$ cat src/rtl/laser_controller.sv
// laser_controller: frame-paced laser beam sequencer feeding the laser render layer.
// A fire request starts a beam in the player's quadrant. The beam extends, holds at
// full length and retracts. A cooldown period follows before the next fire is accepted.
// Optional build macro LASER_AUTOFIRE_EN: in IDLE the fire_req level fires, instead of
// only its rising edge.
module laser_controller #(
   parameter int STEP_FRAMES     = 2,
   parameter int HOLD_FRAMES     = 8,
   parameter int COOLDOWN_FRAMES = 30,
   parameter int R_MAX           = 15
) (
   input  logic       clk,
   input  logic       rst,
   input  logic       frame_tick,
   input  logic       fire_req,
   input  logic       abort,
   input  logic [1:0] player_quadrant,
   output logic       laser_active,
   output logic [3:0] laser_r,
   output logic [1:0] laser_quadrant,
   output logic       busy,
   output logic       hit_strobe
);

   function automatic int imax(input int a, input int b);
      return (a > b) ? a : b;
   endfunction

   // Counter sized for the largest frame count. It only counts to count-1 before clearing.
   localparam int CNT_MAX = imax(imax(STEP_FRAMES, HOLD_FRAMES), imax(COOLDOWN_FRAMES, R_MAX));
   localparam int CW      = (CNT_MAX > 1) ? $clog2(CNT_MAX) : 1;

   localparam logic [CW-1:0] STEP_LAST = CW'(STEP_FRAMES - 1);
   localparam logic [CW-1:0] HOLD_LAST = CW'(HOLD_FRAMES - 1);
   localparam logic [CW-1:0] COOL_LAST = CW'(COOLDOWN_FRAMES - 1);
   localparam logic [3:0]    R_FULL    = 4'(R_MAX);

   typedef enum logic [2:0] {IDLE, EXTEND, HOLD, RETRACT, COOLDOWN} state_t;

   state_t        state, state_n;
   logic [CW-1:0] cnt, cnt_n;
   logic [3:0]    r_n;
   logic          act_n, hit_n, busy_n;
   logic [1:0]    quad_n;
   logic          fire_prev;
   logic          fire_edge, fire_go;

   assign fire_edge = fire_req & ~fire_prev;

`ifdef LASER_AUTOFIRE_EN
   assign fire_go = fire_req;
`else
   assign fire_go = fire_edge;
`endif

   // Register state, datapath and outputs. fire_prev resets high so a held button does not fire.
   always_ff @(posedge clk) begin
      if (rst) begin
         state          <= IDLE;
         cnt            <= '0;
         laser_active   <= 1'b0;
         laser_r        <= 4'd0;
         laser_quadrant <= 2'd0;
         busy           <= 1'b0;
         hit_strobe     <= 1'b0;
         fire_prev      <= 1'b1;
      end else begin
         state          <= state_n;
         cnt            <= cnt_n;
         laser_active   <= act_n;
         laser_r        <= r_n;
         laser_quadrant <= quad_n;
         busy           <= busy_n;
         hit_strobe     <= hit_n;
         fire_prev      <= fire_req;
      end
   end

   // Next-state and next-output logic. abort overrides ticks in every beam state.
   always_comb begin
      state_n = state;
      cnt_n   = cnt;
      r_n     = laser_r;
      act_n   = laser_active;
      quad_n  = laser_quadrant;
      hit_n   = 1'b0;
      unique case (state)
         IDLE: begin
            if (fire_go && !abort) begin
               state_n = EXTEND;
               cnt_n   = '0;
               act_n   = 1'b1;
               r_n     = 4'd0;
               quad_n  = player_quadrant;
            end
         end
         EXTEND: begin
            if (abort) begin
               state_n = COOLDOWN;
               cnt_n   = '0;
               act_n   = 1'b0;
               r_n     = 4'd0;
            end else if (frame_tick) begin
               hit_n = 1'b1;
               if (cnt == STEP_LAST) begin
                  cnt_n = '0;
                  r_n   = laser_r + 4'd1;
                  if (r_n == R_FULL) state_n = HOLD;
               end else begin
                  cnt_n = cnt + 1'b1;
               end
            end
         end
         HOLD: begin
            if (abort) begin
               state_n = COOLDOWN;
               cnt_n   = '0;
               act_n   = 1'b0;
               r_n     = 4'd0;
            end else if (frame_tick) begin
               hit_n = 1'b1;
               if (cnt == HOLD_LAST) begin
                  state_n = RETRACT;
                  cnt_n   = '0;
               end else begin
                  cnt_n = cnt + 1'b1;
               end
            end
         end
         RETRACT: begin
            if (abort) begin
               state_n = COOLDOWN;
               cnt_n   = '0;
               act_n   = 1'b0;
               r_n     = 4'd0;
            end else if (frame_tick) begin
               if (cnt == STEP_LAST) begin
                  cnt_n = '0;
                  r_n   = laser_r - 4'd1;
                  if (r_n == 4'd0) begin
                     state_n = COOLDOWN;
                     act_n   = 1'b0;
                  end
               end else begin
                  cnt_n = cnt + 1'b1;
               end
            end
         end
         COOLDOWN: begin
            if (frame_tick) begin
               if (cnt == COOL_LAST) begin
                  state_n = IDLE;
                  cnt_n   = '0;
               end else begin
                  cnt_n = cnt + 1'b1;
               end
            end
         end
         default: begin
            state_n = IDLE;
            cnt_n   = '0;
            act_n   = 1'b0;
            r_n     = 4'd0;
         end
      endcase
      busy_n = (state_n != IDLE);
   end

endmodule

$ cat config.mk
export PLATFORM = sky130hd
export DESIGN_NAME = laser_controller
export DESIGN_NICKNAME = d
export VERILOG_FILES = /design/src/rtl/laser_controller.sv
export SDC_FILE = /design/constraint.sdc
export NUM_CORES = 1
export LEC_CHECK = 0
export BUFFER_PORTS_ARGS = -buffer_cell sky130_fd_sc_hd__buf_2
export CORE_ASPECT_RATIO = 0.8
export CORE_MARGIN = 2
export CORE_UTILIZATION = 58
export CTS_BUF_LIST = sky130_fd_sc_hd__clkbuf_4 sky130_fd_sc_hd__clkbuf_8 sky130_fd_sc_hd__clkbuf_16
export DETAILED_ROUTE_END_ITERATION = 6
export MAX_ROUTING_LAYER = met4
export PLACE_DENSITY = 0.77
export SETUP_SLACK_MARGIN = 0.02
export SLEW_MARGIN = 20
export SYNTH_ARGS = -nofsm -noshare
export SYNTH_HDL_FRONTEND = slang
export SYNTH_SLANG_ARGS = --single-unit
export TNS_END_PERCENT = 1
$ cat constraint.sdc
create_clock -name clk -period 5.12 [get_ports clk]
set_input_delay 1.024 -clock clk [delete_from_list [all_inputs] [get_ports clk]]
set_output_delay 1.024 -clock clk [all_outputs]
set_load 0.02 [all_outputs]
==> results of run 1 <==
[path summary, 6_finish.rpt]
path         slack, ns                end         startpoint  cells after the start
max               2.85             cnt[3]              abort                      6
min reg2reg       0.46  laser_quadrant[1]  laser_quadrant[1]                      2
min               0.46  laser_quadrant[1]  laser_quadrant[1]                      2
max reg2reg       3.03             cnt[3]           state[1]                      5
[sequential cells by signal, summed over array words and instances (netlist names)]
register	cells
laser_active	1
laser_r	4
laser_quadrant	2
cnt	5
hit_strobe	1
state	3
busy	1
fire_prev	1
[stage by stage]
step	instance area (um2)	worst slack [ns]	power [W]
2_1_floorplan	1210	2.82	0.000162
3_3_place_gp	1280	2.61	0.000169
3_5_place_dp	1280	2.51	0.000170
4_1_cts	1320	2.82	0.000258
5_1_grt	1320	2.75	0.000268
6_report	1320	2.85	0.000258
[cells by family after synthesis]
kind of cell             Yosys count
AO/OA/AOI/OAI                     45
XOR/XNOR                           3
adder cells (fa/ha/maj)            6
buffers and inverters             12
flip-flops                        18
multiplexers                       1
AND/OR/NAND/NOR                   61
[layer usage]
layer  GRT usage  share of wire  vias to the layer above  routed length (um)
li1            -              -                      571                   -
met1       0.357           0.45                      541                1230
met2       0.371           0.46                       48                1240
met3      0.0629          0.074                        6                 202
met4      0.0829          0.016                        0                  44
met5           -              0                        -                   0
[where the power goes]
group          internal [W]  switching, W
combinational    0.00000820     0.0000151
clock             0.0000434     0.0000469
sequential         0.000142    0.00000194
[critical path: cells and delay by family]
family	cells	cell delay [ns]
and+or+nand+nor	3	0.91
buffers and inverters	1	0.15
AOI/OAI and AO/OA	2	0.43
[layout make-up]
cell class / count / area share
well taps: 24 / 0.0228
flip-flops and latches: 18 / 0.274
repair buffers: 15 / 0.0570
multi-input cells: 116 / 0.604
clock buffers: 4 / 0.0275
inverters: 5 / 0.0152
[Yosys cell counts, types with 2 or more instances]
cell / instances
nor3b_1: 3
a31oi_1: 3
a221oi_1: 2
or2_2: 2
o21ai_1: 6
o21ai_0: 3
buf_4: 2
xnor2_1: 2
clkbuf_1: 3
nand4_1: 2
and2_1: 2
or4_1: 2
or2_1: 2
nand2_1: 10
buf_2: 2
dfxtp_1: 18
inv_1: 4
nor3_1: 4
nand3_1: 3
ha_1: 6
nor2_1: 11
or3_1: 3
a21oi_1: 17
nor2b_1: 2
a2111oi_0: 2
a21o_1: 4
==> run metrics, run 1 <==
pin slew with the least headroom to its limit=approximately 0.52 ns; Overflow after GRT=0; Setup CP Type=in -> reg; overall routing resource usage=0.259; yosys warns=0; Max Cap Viol=0; DRC errors left=0; global-route wire length before repair=about 4.5 mm; number of gates resized after cts=0; unrepaired setup endpoints after global routing=false; die area=approximately 2500 um2; register area=roughly 360 um2; worst path arrival time=2.51 ns; area of the multi-input gates=796 um2; drt total wl=roughly 2.7 mm; Clock transition at path regs=~0.11 ns; Syn Nets=around 160; CORE AREA=a little under 2000 um2; post-synth top area share=0.297; drt first pass iters=5; Power Density=between 150 and 200 nW/um2; highest-count cells in the layout ignoring fill and taps=dfxtp_1 (18), a21oi_1 (17), buf_2 (15), nor2_1 (11), nand2_1 (10); Final HPWL DP=~1.9 mm; synth unique cells=between 50 and 60; initial DRC count=39; CP required=about 5.4 ns; Post-Syn Area=1210 um2; remaining antenna violation count=0; post-synthesis sequential area ratio=0.297; most common cell after layout, fill and taps aside=dfxtp_1; largest net degree at the start of global routing=17; Routability Congestion=0.904; Rel. slew slack=0.653; Port Buffers=15; layout cell share with drive strength beyond 1=0.177; vias post-DR=about 1200; Initial Utilization=0.629; CP startpoint kind=input port; vias in the first global route=between 1000 and 1500; period utilization=0.444; DP Cell Count=approximately 180; Synth Area in XOR/XNOR=0.0217; Worst Skew=about 0.010 ns; CTS Sinks=18; CP Cell Sequence=buf_2 -> nor3b_1 -> nor3_1 -> a21o_1 -> or4_1 -> a21oi_1; vias per cell=6.41; Post CTS Setup Buffer Count=0; largest family of logic cells by synthesized area=simple AND/OR/NAND/NOR gates; Synth Area in Compound Gates=0.243; die span in y=around 45 um; status=finished, final reports clean; Top Ports=16; CTS tree=done; Simple-Gate Fraction of Synth Area=0.322; Synth async-reset ratio=0; initial antenna violation count=0; Primary FF master, synth=dfxtp_1; adder-cell share of the synthesized area=0.0619; H-tree Lvls=1; clock root buffer=clkbuf_4; Post-synth EDFFs=0; Post-Syn Instances=about 150; mux cell area share after synthesis=0.00826; Max VDD drop=~0.17 mV; Inserted Clock Buffers=3; setup TNS=0 ns; Die Width=between 50 and 60 um; Mean Syn Cell Area=slightly above 8 um2; Hold Path Class=reg -> reg; Static Leakage=0.505 nW; drt wl/cell=14.9 um; largest cells by area after synthesis=dfxtp_1 (30%), a21oi_1 (7.0%), ha_1 (6.2%); Final Slew Violations=0; clk buf depth=2; Final #Nets=172; Layout Cells excl Fill=approximately 180; worst hold margin=0.464 ns; Tmin final=around 2.3 ns; Finished Core Util=0.684; CP max-delay cell=or4_1; Worst Setup End Kind=register; CTS Hold Bufs=0; Fill cells=175; Area Growth Syn to Fin=8.67%; crit-path max FO=8; Clock Latency Late Sink=approximately 0.3 ns; endpoints failing setup=0; flops & latches, synth=18; final hold vios=0; critical path's largest stage delay=between 0.5 and 0.6 ns; Fmax=0.440 GHz; cell taking the most area after synthesis=dfxtp_1; row count=14; Inserted Diodes=0
Note: power is estimated with default switching activity, not from simulation.
==> run 2: changes to the inputs <==
Settings changed: CORE_UTILIZATION 58 to 56, PLACE_DENSITY 0.77 to 0.75.
Clock period 5.12 ns to 2.1 ns, I/O delays scaled along.
==> run 2 against run 1 <==
- count of clock-buffer cells in the layout unchanged
- routed wire length increased by 0.18%
- sequential share of layout area decreased by 1.4 points
- non-clock buffer count increased by 9
- critical path depth increased by 1
- final area increased by 5.7%
- core utilization decreased by 2.1 points
- cell count increased by 5.5%
- clock power increased by 150%
- global-route usage decreased by 1.9 points
- critical path type is now reg -> reg
- largest cell class unchanged
- highest routed layer unchanged
==> run metrics, run 2 (synthesis gave the netlist of run 1 again) <==
overall routing resource usage=0.240 (-0.0192); unrepaired setup endpoints after global routing=true; Area Growth Syn to Fin=14.9%; Top Ports=16 (unchanged); final hold vios=0 (unchanged); Biggest register=cnt; Largest delay share family, worst path=simple AND/OR/NAND/NOR gates; Hold Path Class=in -> reg; DRC errors left=0 (unchanged); pin slew with the least headroom to its limit=0.559 ns (+0.0396 ns); Power Density=455 nW/um2 (+130%); Final Slew Violations=0 (unchanged); Final HPWL DP=2.06 mm (+6.6%); vias in the first global route=1017 (+0.098%); row count=15 (+1); H-tree Lvls=1 (unchanged); Die Width=56.0 um (+1.6%); crit-path max FO=8 (unchanged); drt wl/cell=14.2 um (-5.0%); CORE AREA=2100 um2 (+9.1%); WP depth=7 (+1); Setup CP Type=reg -> reg; initial DRC count=46 (+18%); highest-count cells in the layout ignoring fill and taps=a21oi_1 (17), dfxtp_1 (17), buf_2 (15), nor2_1 (11), nand2_1 (10); FF-to-FF path depth=7 (+2); CP Buf/Inv Count=1 (unchanged); CP Cell Sequence=inv_1 -> ha_1 -> or4b_4 -> nor2_8 -> a211oi_4 -> or4_1 -> a21oi_1; Static Leakage=0.557 nW (+10%); Worst Skew=0.00273 ns (-0.00741 ns); drt first pass iters=4 (-1); Port Buffers=15 (unchanged); CTS Hold Bufs=0 (unchanged); global-route wire length before repair=4.52 mm (+1.2%); Overflow after GRT=0 (unchanged); max reg flops=5 (unchanged); CTS Sinks=18 (unchanged); Power Total=0.000634 W (+150%); Max Cap Viol=0 (unchanged); status=finished, final reports clean; Routability Congestion=0.863 (-4.5%); Inserted Diodes=0 (unchanged); Fmax=slightly above 0.5 GHz; initial antenna violation count=0 (unchanged); die area=2560 um2 (+3.3%); die span in y=45.6 um (+1.6%); Max VDD drop=0.365 mV (+110%); worst path arrival time=2.22 ns (-0.29 ns); layout cell share with drive strength beyond 1=0.234 (+0.0563); Initial Utilization=0.577 (-0.0524); CTS tree=done; vias per cell=6.04 (-5.8%); Finished Core Util=0.663 (-0.0213); Final #Nets=181 (+5.2%); largest registers=cnt x5, laser_r x4, state x3; drt total wl=2.72 mm (+0.18%); Inserted Clock Buffers=3 (unchanged); Worst Setup End Kind=register; Hold Crit Depth=2 (unchanged); Tmin final=1.97 ns; Rel. slew slack=0.622 (-0.0315); CP max-delay cell=or4b_4; critical path's largest stage delay=0.51 ns (about the same); Clock transition at path regs=0.11 ns (about the same); CP startpoint kind=register; endpoints failing setup=0 (unchanged); clk buf depth=2 (unchanged); clock root buffer=clkbuf_4; largest net degree at the start of global routing=17 (unchanged); vias post-DR=1159 (-0.60%); CP required=2.35 ns (-3.01 ns); remaining antenna violation count=0 (unchanged); setup TNS=0 ns (unchanged); period utilization=0.940; Clock Latency Late Sink=0.31 ns (about the same)
==> run 2: cell types whose count changed in the layout (fill, tap and decap cells not counted) <==
cell,previous run,this run
dfxtp_2,0,1
dfxtp_1,18,17
buf_4,0,9
nor3b_1,3,2
nor3b_2,0,1
==> run 2: layout make-up <==
class / instances / area [um2]
clock buffers: 4 / 36.3
inverters: 5 / 20.0
well taps: 25 / 31.3
fillers: 190 / 709
multi-input cells: 116 / 801
repair buffers: 24 / 143
flip-flops and latches: 18 / 362
==> run 2: routing by layer <==
metal	track usage	wire length [um]	vias up
met1	0.298	1250	537
met2	0.393	1320	30
met3	0.0625	134	2
li1	-	-	590
met5	-	0	-
met4	0.0667	14	0
==> run 2: final timing paths <==
| kind | startpoint | endpoint | slack [ns] |
|---|---|---|---|
| setup / recovery | cnt[1] | laser_r[2] | 0.13 |
| hold / removal | fire_req | fire_prev | 0.32 |
| setup reg to reg | cnt[1] | laser_r[2] | 0.13 |
| hold reg to reg | laser_quadrant[1] | laser_quadrant[1] | 0.46 |
==> run 2: report_power, final <==
group / switching [W] / internal (W) / total, W / leakage [nW]
Clock: 0.000118 / 0.000106 / 0.000224 / 0.0210
Sequential: 0.00000384 / 0.000346 / 0.000350 / 0.146
Combinational: 0.0000383 / 0.0000220 / 0.0000604 / 0.390
Total: 0.000160 / 0.000474 / 0.000634 / 0.557
==> run 2: repair_timing <==
action                     in CTS  in global routing
pin swaps                       1                  1
setup endpoints to repair       2                  6
buffers inserted                1                  0
gates cloned                    0                  0
resized for setup               0                  2
==> run 2: per-stage QoR <==
step	instances	hold WS, ns	instance area (um2)	setup slack (ns)
after global placement	187	0.440	1340	0.152
after floorplan	146	0.489	1210	0.206
final	192	0.323	1390	0.125
after detailed placement	187	0.447	1340	0.00904
after CTS	192	0.312	1390	0.0598
after global routing	192	0.309	1390	-0.0532
